===== src/rtl/mem_port_arbiter.sv =====
// Memory port arbiter: shares one memory port between the instruction fetch
// unit and the load/store unit, one outstanding transaction at a time.
//
//   state | meaning
//   IDLE  | no transaction; grant one requester (round-robin on a tie)
//   REQ   | latched request presented to memory, waiting for mem_req_ready
//   WAIT  | request accepted by memory, waiting for mem_rsp_valid
module mem_port_arbiter #(
  parameter int AW = 32,
  parameter int DW = 32
) (
  input  logic            clk,
  input  logic            rst,
  input  logic            ifu_req_valid,
  output logic            ifu_req_ready,
  input  logic [AW-1:0]   ifu_addr,
  output logic            ifu_rsp_valid,
  output logic [DW-1:0]   ifu_rdata,
  input  logic            lsu_req_valid,
  output logic            lsu_req_ready,
  input  logic [AW-1:0]   lsu_addr,
  input  logic            lsu_wen,
  input  logic [DW-1:0]   lsu_wdata,
  input  logic [DW/8-1:0] lsu_wmask,
  output logic            lsu_rsp_valid,
  output logic [DW-1:0]   lsu_rdata,
  output logic            mem_req_valid,
  input  logic            mem_req_ready,
  output logic [AW-1:0]   mem_addr,
  output logic            mem_wen,
  output logic [DW-1:0]   mem_wdata,
  output logic [DW/8-1:0] mem_wmask,
  input  logic            mem_rsp_valid,
  input  logic [DW-1:0]   mem_rdata
);

  typedef enum logic [1:0] {
    IDLE = 2'd0,
    REQ  = 2'd1,
    WAIT = 2'd2
  } state_t;

  localparam logic SRC_IFU = 1'b0;
  localparam logic SRC_LSU = 1'b1;

  state_t          state;
  state_t          state_nxt;
  logic            owner;
  logic            last_grant;
  logic            grant_ifu;
  logic            grant_lsu;
  logic            rsp_hit;
  logic [AW-1:0]   req_addr;
  logic            req_wen;
  logic [DW-1:0]   req_wdata;
  logic [DW/8-1:0] req_wmask;

  // Grant decision and next-state logic; a tie goes to whoever was not granted last.
  always_comb begin
    grant_ifu = 1'b0;
    grant_lsu = 1'b0;
    rsp_hit   = 1'b0;
    state_nxt = state;
    case (state)
      IDLE: begin
        if (ifu_req_valid && lsu_req_valid) begin
          if (last_grant == SRC_IFU) grant_lsu = 1'b1;
          else                       grant_ifu = 1'b1;
        end else begin
          grant_ifu = ifu_req_valid;
          grant_lsu = lsu_req_valid;
        end
        if (grant_ifu || grant_lsu) state_nxt = REQ;
      end
      REQ: begin
        if (mem_req_ready) state_nxt = WAIT;
      end
      WAIT: begin
        rsp_hit = mem_rsp_valid;
        if (mem_rsp_valid) state_nxt = IDLE;
      end
      default: state_nxt = IDLE;
    endcase
  end

  // State register and request latch; the winner's payload is captured on the handshake.
  always_ff @(posedge clk) begin
    if (rst) begin
      state      <= IDLE;
      owner      <= SRC_IFU;
      last_grant <= SRC_IFU;
      req_addr   <= '0;
      req_wen    <= 1'b0;
      req_wdata  <= '0;
      req_wmask  <= '0;
    end else begin
      state <= state_nxt;
      if (grant_ifu || grant_lsu) begin
        owner      <= grant_lsu;
        last_grant <= grant_lsu;
        req_addr   <= grant_lsu ? lsu_addr : ifu_addr;
        req_wen    <= grant_lsu & lsu_wen;
        req_wdata  <= grant_lsu ? lsu_wdata : '0;
        req_wmask  <= grant_lsu ? lsu_wmask : '0;
      end
    end
  end

  assign ifu_req_ready = grant_ifu;
  assign lsu_req_ready = grant_lsu;

  assign mem_req_valid = (state == REQ);
  assign mem_addr      = req_addr;
  assign mem_wen       = req_wen;
  assign mem_wdata     = req_wdata;
  assign mem_wmask     = req_wmask;

  // Responses are only forwarded in WAIT, so stray responses and reset-dropped ones vanish.
  assign ifu_rsp_valid = rsp_hit && (owner == SRC_IFU);
  assign lsu_rsp_valid = rsp_hit && (owner == SRC_LSU);
  assign ifu_rdata     = ifu_rsp_valid ? mem_rdata : '0;
  assign lsu_rdata     = lsu_rsp_valid ? mem_rdata : '0;

endmodule


===== config.mk =====
export PLATFORM = sky130hd
export DESIGN_NAME = mem_port_arbiter
export DESIGN_NICKNAME = d
export VERILOG_FILES = /design/src/rtl/mem_port_arbiter.sv
export SDC_FILE = /design/constraint.sdc
export NUM_CORES = 1
export LEC_CHECK = 0
export CORE_AREA = 2 2 109 111
export DETAILED_ROUTE_END_ITERATION = 8
export DIE_AREA = 0 0 111 113
export DONT_BUFFER_PORTS = 1
export SLEW_MARGIN = 20
export SYNTH_ARGS = -nofsm -noshare
export SYNTH_HDL_FRONTEND = slang
export SYNTH_SLANG_ARGS = --single-unit
export TNS_END_PERCENT = 100

===== constraint.sdc =====
create_clock -name clk -period 1.8 [get_ports clk]
set_input_delay 0.18 -clock clk [delete_from_list [all_inputs] [get_ports clk]]
set_output_delay 0.18 -clock clk [all_outputs]
set_load 0.1 [all_outputs]

After elaboration in Yosys (flattened, before gate mapping). Cells that the tools add are included.

Reductions and logical operators: 7. Eq/ne operators: 5. Bitwise gates (word level): 2. Muxes and demuxes: 18.

Operators by type and width (count): $mux 32 (4); $mux 1 (9); $mux 2 (3); $pmux 2 s3 (1); $mux 4 (1); $ne 2x2->1 const B (2); $logic_and 1x1->1 (3); $reduce_and 3->1 (1); $eq 2x1->1 const B (1); $eq 2x2->1 const B (1); $logic_not 2->1 (1); $logic_or 1x1->1 (2); $ne 2x1->1 const B (1); $and 1x1->1 (1); $not 1->1 (1).

Bits of input ports: 139. Output and inout bits: 138. Register bits: 72. Word-level logic and storage cells: 38.

Longest topological paths before layout.
Word-level depth: 6. Mapped depth: 6. Depth with buffers taken out: 3.

Worst setup path before layout. No wires, ideal clock.

Path type: flip-flop to output port. From: register last_grant. To: output lsu_req_ready. Cell stages (with the launch flop): 5. Data arrival time: 2875 ps. Slack: -1255 ps. Data required time: 1620 ps. Path buffers: 2. Path through: dfxtp_1 a21bo_1 buf_4 clkbuf_1 nor3_1.

Cells in the longest elaborated chain, start to end: 4.

Ends and longest elaborated chain: start, declared (line 49) `logic last_grant;`; start signal, assigned (line 100) `last_grant <= grant_lsu;`; $mux 1 (line 67) `if (last_grant == SRC_IFU) grant_lsu = 1'b1;`; $mux 1 (line 66) `if (ifu_req_valid && lsu_req_valid) begin`; $mux 1 (2 in series) (line 64) `case (state)`; end, declared (line 20) `output logic lsu_req_ready,`.

Every way passes these cells. The select of a mux whose other input is x is not followed.

==> results.toml <==
[outcome]
status = "finished clean"

[placed_design]
preCtsSetupSlack_ns = 0.0704
post_dp_cell_area_um2 = 5220
port-buffer-count = 0
detailed_place_hpwl_um = 8880
dpl.cell_count = 602
gp_congestion = 0.787

[logic_synthesis]
async_flop_share = 0
yosys_warnings = 0
yosysSeqAreaShare = 0.423
synthDominantCellAreaShare = 0.423
synthesis.area_um2 = 3410
count_of_flip_flops_with_a_built_in_enable_after_synthesis = 0
average_instance_area_after_synthesis_um2 = 9.46
synth_flop_cell = "dfxtp_1"
synth_fp_nets = 499
post_synth_num_cell_types = 29
synth_largest_area_cell = "dfxtp_1"
postSynthRegisterBits = 72
dominant_cells_by_area_after_synthesis = "dfxtp_1 (42%), a311oi_2 (13%), and2_1 (12%)"
postSynthCellCount = 360

[power]
peakVddDrop_mv = 0.646
power_leakage_nw = 2.53
pwr_density_cell_nw_per_um2 = 987

[run]
max_cap_viol_count = 0

[sta]
tns_ns = 0
finalMaxSlewViolations = 0
rsz0062_at_grt = "yes"
final_hold_viol_count = 0
period_share = 0.996
final_critical_path_setup_slack_ns = 0.00686
finalCriticalPeriod_ns = 1.79
timing.fmax_ghz = 0.558
worst_slew_margin_rel = 0.343
clock_skew_ns = 0.0128
count_of_final_setup_violators = 0
worst-slew-pin-transition_ns = 0.983

[cts]
cts.path.max_buffers = 2
worst_setup_hold_path_clk_slew_ns = 0.07
post-cts-setup-buffers = 0
ctsRootBufferMaster = "clkbuf_16"
htree_num_levels = 3
cts.sinks = 72
clock_insertion_delay_worst_skew_ns = 0.34
tritoncts.num_buffers = 9
cts_tree = "done"

[detailed_routing]
first_pass_iters = 5
remaining_drc_errors = 0
drtIter0Drc = 114
vias_per_cell = 5.12
wire_per_inst_um = 18.9
drt_wl_total_um = 12500
vias_after_detailed_routing = 3387
ant_nets = 0

[floorplan]
core_area_um2 = 11300
die-area_um2 = 12500
starting_density_of_the_core = 0.302
rows = 39
num_io_pins = 277
die_width_um = 111
chipHeight_um = 113

[cells_and_area]
n_antenna_cell = 0
design_area_um2 = 6050
syn2layout_area_growth_pct = 77.6
layout-drive-gt1-share = 0.498
final_cell_count_no_fill = 661
fin_nets = 652
mostFrequentLayoutCell = "buf_4"
final_core_util = 0.537
most-common-layout-cells = "buf_4 (77), dfxtp_1 (69), nand2_1 (66)"

[worst_setup_path]
worst_setup_path_startpoint = "last_grant"
rr_endpoint = "mem_wdata[1]"
worst_setup_path_end_kind = "primary output"
timing.rr.start = "state[1]"
worst-path-max-fanout = 16
reg2regPathDepth = 3
setup.reg_to_reg.worst_slack_ns = 0.20
setup.worst_path.class = "reg2out"
endpoint = "ifu_rdata[17]"
worst_endpoint_required_time_ns = 1.62
startpoint_type = "flip-flop"
arrival_ns = 1.61

[worst_hold_path]
timing.hold.worst.class = "in2reg"

[grt]
gr-total-overflow = 0
antenna_violations_before_repair = 0
track_usage = 0.191
first_pass_grt_wire_length_um = 18700
first_global_vias = 3379
grt_start_max_net_pins = 38
-- final cells by class --
cell class	instances	area (um2)
clock inverters	7	101
fillers	964	5220
flip-flops and latches	72	1450
clock buffers	9	225
repair buffers	177	2170
well taps	143	179
inverters	1	3.75
multi-input cells	252	1910
-- logic make-up (layout without fill, tap and decap cells) --
group	Yosys count	in the layout	synth area share
buf+inv	36	194	0.0602
simple gates	143	143	0.218
compound gates	109	109	0.299
flops	72	72	0.423
-- worst min-delay path by stage --
stage	startpoint	cells after the start	slack (ns)	to
floorplan	lsu_wdata[10]	1	0.31	mem_wdata[10]
global placement	rst	1	0.26	mem_addr[12]
detailed placement	rst	1	0.26	mem_addr[15]
CTS	ifu_addr[14]	2	0.008	mem_addr[14]
global route	ifu_addr[16]	2	0.02	mem_addr[16]
finish	ifu_addr[14]	2	0.02	mem_addr[14]
-- report_power, final --
group / leakage (nW) / internal (mW) / switching, mW
clock: 0.153 / 1.23 / 0.741
sequential: 0.595 / 1.75 / 0.0832
combinational: 1.79 / 0.539 / 1.64
-- repair_timing --
action                                 in CTS  in global routing
pin swaps                                   0                  8
setup endpoints to repair                  66                 52
resized for setup                           5                 25
endpoints found under the hold margin      72                  0
hold buffers                               42                  0
gates cloned                                0                  1
-- Yosys cell counts (all sizes together) (3+ instances only) --
master	number
clkbuf	20
and2	65
a311oi	32
nand2	66
a22o	37
buf	15
a21oi	37
nor2	3
dfxtp	72
-- per-stage QoR --
stage	power, mW	hold slack (ns)
floorplan	3.54	0.305
global placement	3.90	0.255
detailed placement	3.93	0.258
CTS	6.02	0.00799
global route	6.17	0.0198
finish	5.97	0.0168
-- state kept, by name, summed over array words and instances (netlist names) --
| name | cells |
|---|---|
| mem_addr | 32 |
| mem_wdata | 32 |
| mem_wmask | 4 |
| state | 2 |
| last_grant | 1 |
| mem_wen | 1 |
-- layer usage --
layer	vias to the layer above	part of all wire	wire, um	global-route usage
met5	-	0	0	0
met1	1592	0.36	4470	0.192
met4	0	0.022	280	0.0767
met2	193	0.53	6610	0.359
met3	17	0.090	1120	0.0707
li1	1585	-	-	-
-- critical path, cell delays in order (launching register included) --
cell and delay [ns]:
dfxtp_4 0.37, and4bb_4 0.38, clkbuf_16 0.18, and2_2 0.17, buf_12 0.17
No activity file was read; power rests on OpenSTA's default activity.
